--- src/rtl/updi_pkg.sv ---
`default_nettype none
// ============================================================================
// Module   : updi_pkg
// Brief    : Shared UPDI frame types and line constants.
// Revision : 1.0 - initial release
// ============================================================================
package updi_pkg;

    localparam int FRAME_W = 12;

    typedef logic [FRAME_W-1:0] updi_frame_t;

    localparam logic       UPDI_IDLE = 1'b1;
    localparam logic       START_BIT = 1'b0;
    localparam logic [1:0] STOP_BITS = 2'b11;

    typedef enum logic [1:0] {
        TX_IDLE  = 2'd0,
        TX_SHIFT = 2'd1,
        TX_GAP   = 2'd2
    } tx_state_e;

endpackage
`default_nettype wire

--- src/rtl/updi_tx_fifo.sv ---
`default_nettype none
// ============================================================================
// Module   : updi_tx_fifo
// Brief    : Synchronous show-ahead FIFO holding frames awaiting transmission.
// Revision : 1.0 - initial release
// ============================================================================
module updi_tx_fifo #(
    parameter int DEPTH = 4,
    parameter int WIDTH = 12
) (
    input  logic                    i_clk,
    input  logic                    i_rstn,
    input  logic                    i_push,
    input  logic [WIDTH-1:0]        i_data,
    input  logic                    i_pop,
    output logic [WIDTH-1:0]        o_data,
    output logic                    o_full,
    output logic                    o_empty,
    output logic [$clog2(DEPTH):0]  o_count
);

    localparam int AW = $clog2(DEPTH);
    localparam int CW = AW + 1;

    logic [WIDTH-1:0] r_mem [DEPTH];
    logic [AW-1:0]    r_wr_ptr;
    logic [AW-1:0]    r_rd_ptr;
    logic [CW-1:0]    r_count;

    logic w_full;
    logic w_empty;
    logic w_push;
    logic w_pop;

    // Full/empty come only from the registered count, so a pop in the same
    // cycle never opens room for a push into a full buffer.
    assign w_full  = (r_count == CW'(DEPTH));
    assign w_empty = (r_count == '0);
    assign w_push  = i_push && !w_full;
    assign w_pop   = i_pop && !w_empty;

    always_ff @(posedge i_clk or negedge i_rstn) begin
        if (!i_rstn) begin
            r_wr_ptr <= '0;
            r_rd_ptr <= '0;
            r_count  <= '0;
        end else begin
            if (w_push) begin
                r_wr_ptr <= r_wr_ptr + AW'(1);
            end
            if (w_pop) begin
                r_rd_ptr <= r_rd_ptr + AW'(1);
            end
            case ({w_push, w_pop})
                2'b10:   r_count <= r_count + CW'(1);
                2'b01:   r_count <= r_count - CW'(1);
                default: r_count <= r_count;
            endcase
        end
    end

    always_ff @(posedge i_clk) begin
        if (w_push) begin
            r_mem[r_wr_ptr] <= i_data;
        end
    end

    assign o_data  = r_mem[r_rd_ptr];
    assign o_full  = w_full;
    assign o_empty = w_empty;
    assign o_count = r_count;

endmodule
`default_nettype wire

--- src/rtl/updi_phy_tx.sv ---
`default_nettype none
// ============================================================================
// Module   : updi_phy_tx
// Brief    : UPDI transmit PHY - frame FIFO plus LSB-first bit serializer.
// Revision : 1.0 - initial release
// ============================================================================
module updi_phy_tx
    import updi_pkg::*;
#(
    parameter int CLK_DIV    = 16,
    parameter int FIFO_DEPTH = 4,
    parameter int GAP_BITS   = 0
) (
    input  logic                i_clk,
    input  logic                i_rstn,
    input  logic [FRAME_W-1:0]  i_data,
    input  logic                i_valid,
    output logic                o_ready,
    output logic                o_tx,
    output logic                o_tx_oe,
    output logic                o_busy,
    output logic                o_empty,
    output logic                o_frame_done
);

    localparam int BW = $clog2(CLK_DIV);
    localparam int CW = $clog2(FIFO_DEPTH) + 1;

    localparam logic [BW-1:0] c_BAUD_LAST = BW'(CLK_DIV - 1);
    localparam logic [3:0]    c_BIT_LAST  = 4'(FRAME_W - 1);
    localparam logic [3:0]    c_GAP_LAST  = (GAP_BITS > 0) ? 4'(GAP_BITS - 1) : 4'd0;
    localparam bit            c_HAS_GAP   = (GAP_BITS > 0);

    tx_state_e   r_state;
    updi_frame_t r_shreg;
    logic [3:0]  r_bit_cnt;
    logic [BW-1:0] r_baud;
    logic [3:0]  r_gap_cnt;

    tx_state_e   w_state_nxt;
    updi_frame_t w_shreg_nxt;
    logic [3:0]  w_bit_cnt_nxt;
    logic [BW-1:0] w_baud_nxt;
    logic [3:0]  w_gap_cnt_nxt;

    updi_frame_t   w_fifo_dout;
    logic          w_fifo_full;
    logic          w_fifo_empty;
    logic [CW-1:0] w_fifo_count;
    logic          w_have_frame;
    logic          w_pop;
    logic          w_baud_end;
    logic          w_frame_end;
    logic          w_busy;

    updi_tx_fifo #(
        .DEPTH (FIFO_DEPTH),
        .WIDTH (FRAME_W)
    ) u_fifo (
        .i_clk   (i_clk),
        .i_rstn  (i_rstn),
        .i_push  (i_valid),
        .i_data  (i_data),
        .i_pop   (w_pop),
        .o_data  (w_fifo_dout),
        .o_full  (w_fifo_full),
        .o_empty (w_fifo_empty),
        .o_count (w_fifo_count)
    );

    assign w_have_frame = (w_fifo_count != '0);
    assign w_baud_end   = (r_baud == c_BAUD_LAST);
    assign w_frame_end  = (r_state == TX_SHIFT) && (r_bit_cnt == c_BIT_LAST) && w_baud_end;

    always_ff @(posedge i_clk or negedge i_rstn) begin
        if (!i_rstn) begin
            r_state   <= TX_IDLE;
            r_shreg   <= '1;
            r_bit_cnt <= '0;
            r_baud    <= '0;
            r_gap_cnt <= '0;
        end else begin
            r_state   <= w_state_nxt;
            r_shreg   <= w_shreg_nxt;
            r_bit_cnt <= w_bit_cnt_nxt;
            r_baud    <= w_baud_nxt;
            r_gap_cnt <= w_gap_cnt_nxt;
        end
    end

    always_comb begin
        w_state_nxt   = r_state;
        w_shreg_nxt   = r_shreg;
        w_bit_cnt_nxt = r_bit_cnt;
        w_gap_cnt_nxt = r_gap_cnt;
        w_baud_nxt    = w_baud_end ? '0 : r_baud + BW'(1);
        w_pop         = 1'b0;

        case (r_state)
            TX_IDLE: begin
                w_baud_nxt = '0;
                if (w_have_frame) begin
                    w_state_nxt   = TX_SHIFT;
                    w_shreg_nxt   = w_fifo_dout;
                    w_bit_cnt_nxt = '0;
                    w_pop         = 1'b1;
                end
            end
            TX_SHIFT: begin
                if (w_baud_end) begin
                    w_shreg_nxt   = {UPDI_IDLE, r_shreg[FRAME_W-1:1]};
                    w_bit_cnt_nxt = r_bit_cnt + 4'd1;
                    if (r_bit_cnt == c_BIT_LAST) begin
                        w_bit_cnt_nxt = '0;
                        if (c_HAS_GAP) begin
                            w_state_nxt   = TX_GAP;
                            w_gap_cnt_nxt = '0;
                        end else if (w_have_frame) begin
                            w_shreg_nxt = w_fifo_dout;
                            w_pop       = 1'b1;
                        end else begin
                            w_state_nxt = TX_IDLE;
                        end
                    end
                end
            end
            TX_GAP: begin
                if (w_baud_end) begin
                    w_gap_cnt_nxt = r_gap_cnt + 4'd1;
                    if (r_gap_cnt == c_GAP_LAST) begin
                        w_gap_cnt_nxt = '0;
                        if (w_have_frame) begin
                            w_state_nxt   = TX_SHIFT;
                            w_shreg_nxt   = w_fifo_dout;
                            w_bit_cnt_nxt = '0;
                            w_pop         = 1'b1;
                        end else begin
                            w_state_nxt = TX_IDLE;
                        end
                    end
                end
            end
            default: begin
                w_state_nxt = TX_IDLE;
            end
        endcase
    end

    // Line level is decoded from registered state so reset forces idle-high at once.
    assign w_busy       = (r_state != TX_IDLE);
    assign o_tx         = (r_state == TX_SHIFT) ? r_shreg[0] : UPDI_IDLE;
    assign o_tx_oe      = w_busy;
    assign o_busy       = w_busy;
    assign o_empty      = w_fifo_empty;
    assign o_ready      = !w_fifo_full;
    assign o_frame_done = w_frame_end;

endmodule
`default_nettype wire

--- config.mk ---
export PLATFORM = sky130hd
export DESIGN_NAME = updi_phy_tx
export DESIGN_NICKNAME = d
export VERILOG_FILES = /design/src/rtl/updi_pkg.sv /design/src/rtl/updi_tx_fifo.sv /design/src/rtl/updi_phy_tx.sv
export SDC_FILE = /design/constraint.sdc
export NUM_CORES = 1
export LEC_CHECK = 0
export BUFFER_PORTS_ARGS = -buffer_cell sky130_fd_sc_hd__buf_4
export CAP_MARGIN = 25
export CORE_MARGIN = 8
export CORE_UTILIZATION = 50
export DETAILED_ROUTE_END_ITERATION = 10
export PLACE_DENSITY = 0.68
export SLEW_MARGIN = 20
export SYNTH_ARGS = -nofsm -noshare
export SYNTH_HDL_FRONTEND = slang
export SYNTH_SLANG_ARGS = --single-unit
--- constraint.sdc ---
create_clock -name i_clk -period 5.47 [get_ports i_clk]
set_input_delay 0 -clock i_clk [delete_from_list [all_inputs] [get_ports i_clk]]
set_output_delay 0 -clock i_clk [all_outputs]
set_load 0.05 [all_outputs]
==> key figures <==
Detailed routing
  • Post-route DRC: 0
  • Final WL: 5320 um
  • TritonRoute pass-1 iters: 4
  • Post-DRT Antenna Nets: 0
  • Initial DRC count: 64
  • Wirelength per Cell: 16.1 um
  • Drt via density: 5.40
  • Vias: 1783

Floorplanning
  • Die footprint: 0.00931 mm2
  • Ports: 21
  • Starting Density: 0.513
  • DIE WIDTH: 96.5 um
  • Site Rows: 29
  • Die height: between 90 and 100 um
  • Core region area: about 0.0063 mm2

GRT
  • Pin count of the biggest net entering global routing: 29
  • First-pass GRT wire length: 8910 um
  • Vias in the first global route: between 1500 and 2000
  • Initial antenna violation count: 0
  • Total GRT Usage: 0.129
  • GRT Residual Overflow: 0

Timing
  • Fin crit share: 0.443
  • Relative slew slack: 0.504
  • Final setup vio count: 0
  • Final Hold Fails: 0
  • Final worst slack: 3.05 ns
  • Final TNS setup: 0 ns
  • Peak Freq: 0.413 GHz
  • Slew of the pin with the lowest slew margin: between 0.7 and 0.8 ns
  • Slew Limit Fails: 0
  • RSZ-0062 raised after global routing: no
  • Max Clock Skew: 0.00649 ns
  • Tmin final: 2.42 ns

Placed design
  • Worst slack at placement: 3.04 ns
  • Dpl cells: 301
  • IO buf count: 20
  • GP Congestion: 0.720
  • Post-DP HPWL: 3330 um

Final layout
  • Final Non-Filler Cells: 330
  • P&R area growth vs syn: 17.2%
  • Nets: 271
  • Antenna fix cells: 0
  • Commonest cells after routing, fill and taps aside: edfxtp_1 (48), a21oi_1 (24), buf_4 (21)
  • Most common cell after layout, fill and taps aside: edfxtp_1
  • Layout cells sized above 1: 0.213

Synth
  • #FFs+latches synth: 76
  • Yosys top cell by area: edfxtp_1
  • Sequential area share after synthesis: 0.666
  • Yosys cell types: 37
  • Share of the synthesized area in the top cell type: 0.445
  • Synthesized area: 0.00324 mm2
  • Synth area leaders: edfxtp_1 (45%), dfrtp_1 (12%), dfstp_2 (9.7%)
  • Post-Syn Area per Cell: 15.3 um2
  • Post-Syn Nets: 235
  • Number of synthesis warnings: 0
  • Mapped Cells: 212

Run
  • Maxcap violations: 0

Worst setup path
  • Crit path launch type: register
  • Crit end category: register
  • Crit path DAT: roughly 2.7 ns
  • Worst r2r path cells: 10
  • Setup slack, reg-to-reg: 3.05 ns
  • Critical path peak fanout: 6
  • Kind of critical path: register to register
  • CP required: 5.74 ns

CTS
  • H-tree depth: 3
  • CTS tree: built
  • CTS resizes: 0
  • Reg clk slew, reported paths: 0.07 ns
  • Num CTS Buffers: 9
  • CTS Buffer Depth: 2
  • Root Driver: clkbuf_8
  • CTS sink count: 76
  • Worst-Skew Late Latency: roughly 0.34 ns

Run status
  • Status: finished, final reports clean

Worst hold path
  • Hold path depth: 3
  • Worst Hold Class: input port to register

Power
  • Total chip power: 1.86 mW
  • Leakage power: 1.45 nW
  • Max VDD drop: 0.272 mV
  • Power per cell area: 490 mW/mm2
worst paths after layout:
check	end	from
hold / removal	u_fifo.r_wr_ptr[0]$_DFFE_PN0P_	i_valid
hold reg to reg	r_baud[0]$_DFF_PN0_	r_baud[0]$_DFF_PN0_
max in group asynchronous	r_shreg[2]$_DFFE_PN1P_	i_rstn
min in group asynchronous	r_baud[2]$_DFF_PN0_	i_rstn
setup reg to reg	u_fifo.o_count[2]$_DFFE_PN0P_	r_bit_cnt[0]$_DFFE_PN0P_
setup / recovery	u_fifo.o_count[2]$_DFFE_PN0P_	r_bit_cnt[0]$_DFFE_PN0P_
per-layer routing:
metal  vias up  share of wire  GRT usage
li1        861              -          -
met2        27           0.47      0.201
met1       885           0.48      0.163
met3        10          0.031     0.0309
met5         -              0          0
met4         0          0.024     0.0757
logic make-up (layout without fill, tap and decap cells):
logic type,Yosys count,in the layout,synth area share
compound gates,36,36,0.0661
xor+xnor,7,7,0.0189
fa+ha+maj,8,8,0.0332
mux,13,13,0.0997
flops,76,76,0.666
buf+inv,18,59,0.0313
simple gates,54,54,0.0846
stage by stage:
| step | instance area (um2) | utilization | hold slack [ns] |
|---|---|---|---|
| 2_1_floorplan | 3240 | - | -0.296 |
| 3_3_place_gp | 3420 | 0.542 | -0.0559 |
| 3_5_place_dp | 3420 | 0.542 | -0.0566 |
| 4_1_cts | 3790 | 0.601 | 0.0493 |
| 5_1_grt | 3790 | 0.601 | 0.0994 |
| 6_report | 3790 | 0.601 | 0.0624 |
where the power goes:
| group | internal [mW] | switching [mW] | leakage [nW] |
|---|---|---|---|
| Clock | 0.304 | 0.197 | 0.119 |
| Sequential | 0.815 | 0.116 | 0.759 |
| Combinational | 0.199 | 0.226 | 0.574 |
| Total | 1.32 | 0.539 | 1.45 |
cells in the mapped netlist (all sizes together):
| cell | instances |
|---|---|
| nor3 | 3 |
| mux4 | 12 |
| a21o | 1 |
| buf | 9 |
| xor2 | 3 |
| ha | 7 |
| inv | 9 |
| a22o | 1 |
| nand3b | 2 |
| xnor2 | 4 |
| fa | 1 |
| o21ai | 7 |
| mux2 | 1 |
| nand2b | 1 |
| nand2 | 16 |
| dfstp | 12 |
| nand4 | 1 |
| and2b | 1 |
| o41ai | 1 |
| and4 | 1 |
| nand3 | 4 |
| and2 | 2 |
| nor2 | 17 |
| a21oi | 24 |
| nor3b | 1 |
| edfxtp | 48 |
| o21a | 2 |
| dfrtp | 16 |
| nand4b | 1 |
| and3 | 4 |
repair_timing:
| action | 4_1_cts | 5_1_grt |
|---|---|---|
| hold buffers | 13 | 0 |
| setup buffers | 0 | 0 |
| endpoints found under the hold margin | 76 | 0 |
area by class of cell:
cell class	count	area, um2
clock buffer	10	128
multi-input combinational	118	980
inverter	9	33.8
sequential	76	2160
clock inverter	6	111
timing repair buffer	34	288
fill	486	2520
tap	77	96.3
worst max-delay path, stage by stage, from the launching register on:
cell and delay, ns:
dfrtp_1 0.39, ha_1 0.20, nand3b_1 0.19, o21ai_0 0.32, and2b_1 0.21, ha_1 0.19, inv_1 0.06, fa_1 0.37
xor2_1 0.15, nor2_1 0.11, xor2_1 0.14
state kept, by name (all words and copies together) (netlist names):
signal           count
r_state              1
u_fifo.o_count       3
r_bit_cnt            4
r_shreg             12
u_fifo.r_rd_ptr      2
u_fifo.r_mem        48
r_baud               4
u_fifo.r_wr_ptr      2
Note: power is estimated with default switching activity, not from simulation.
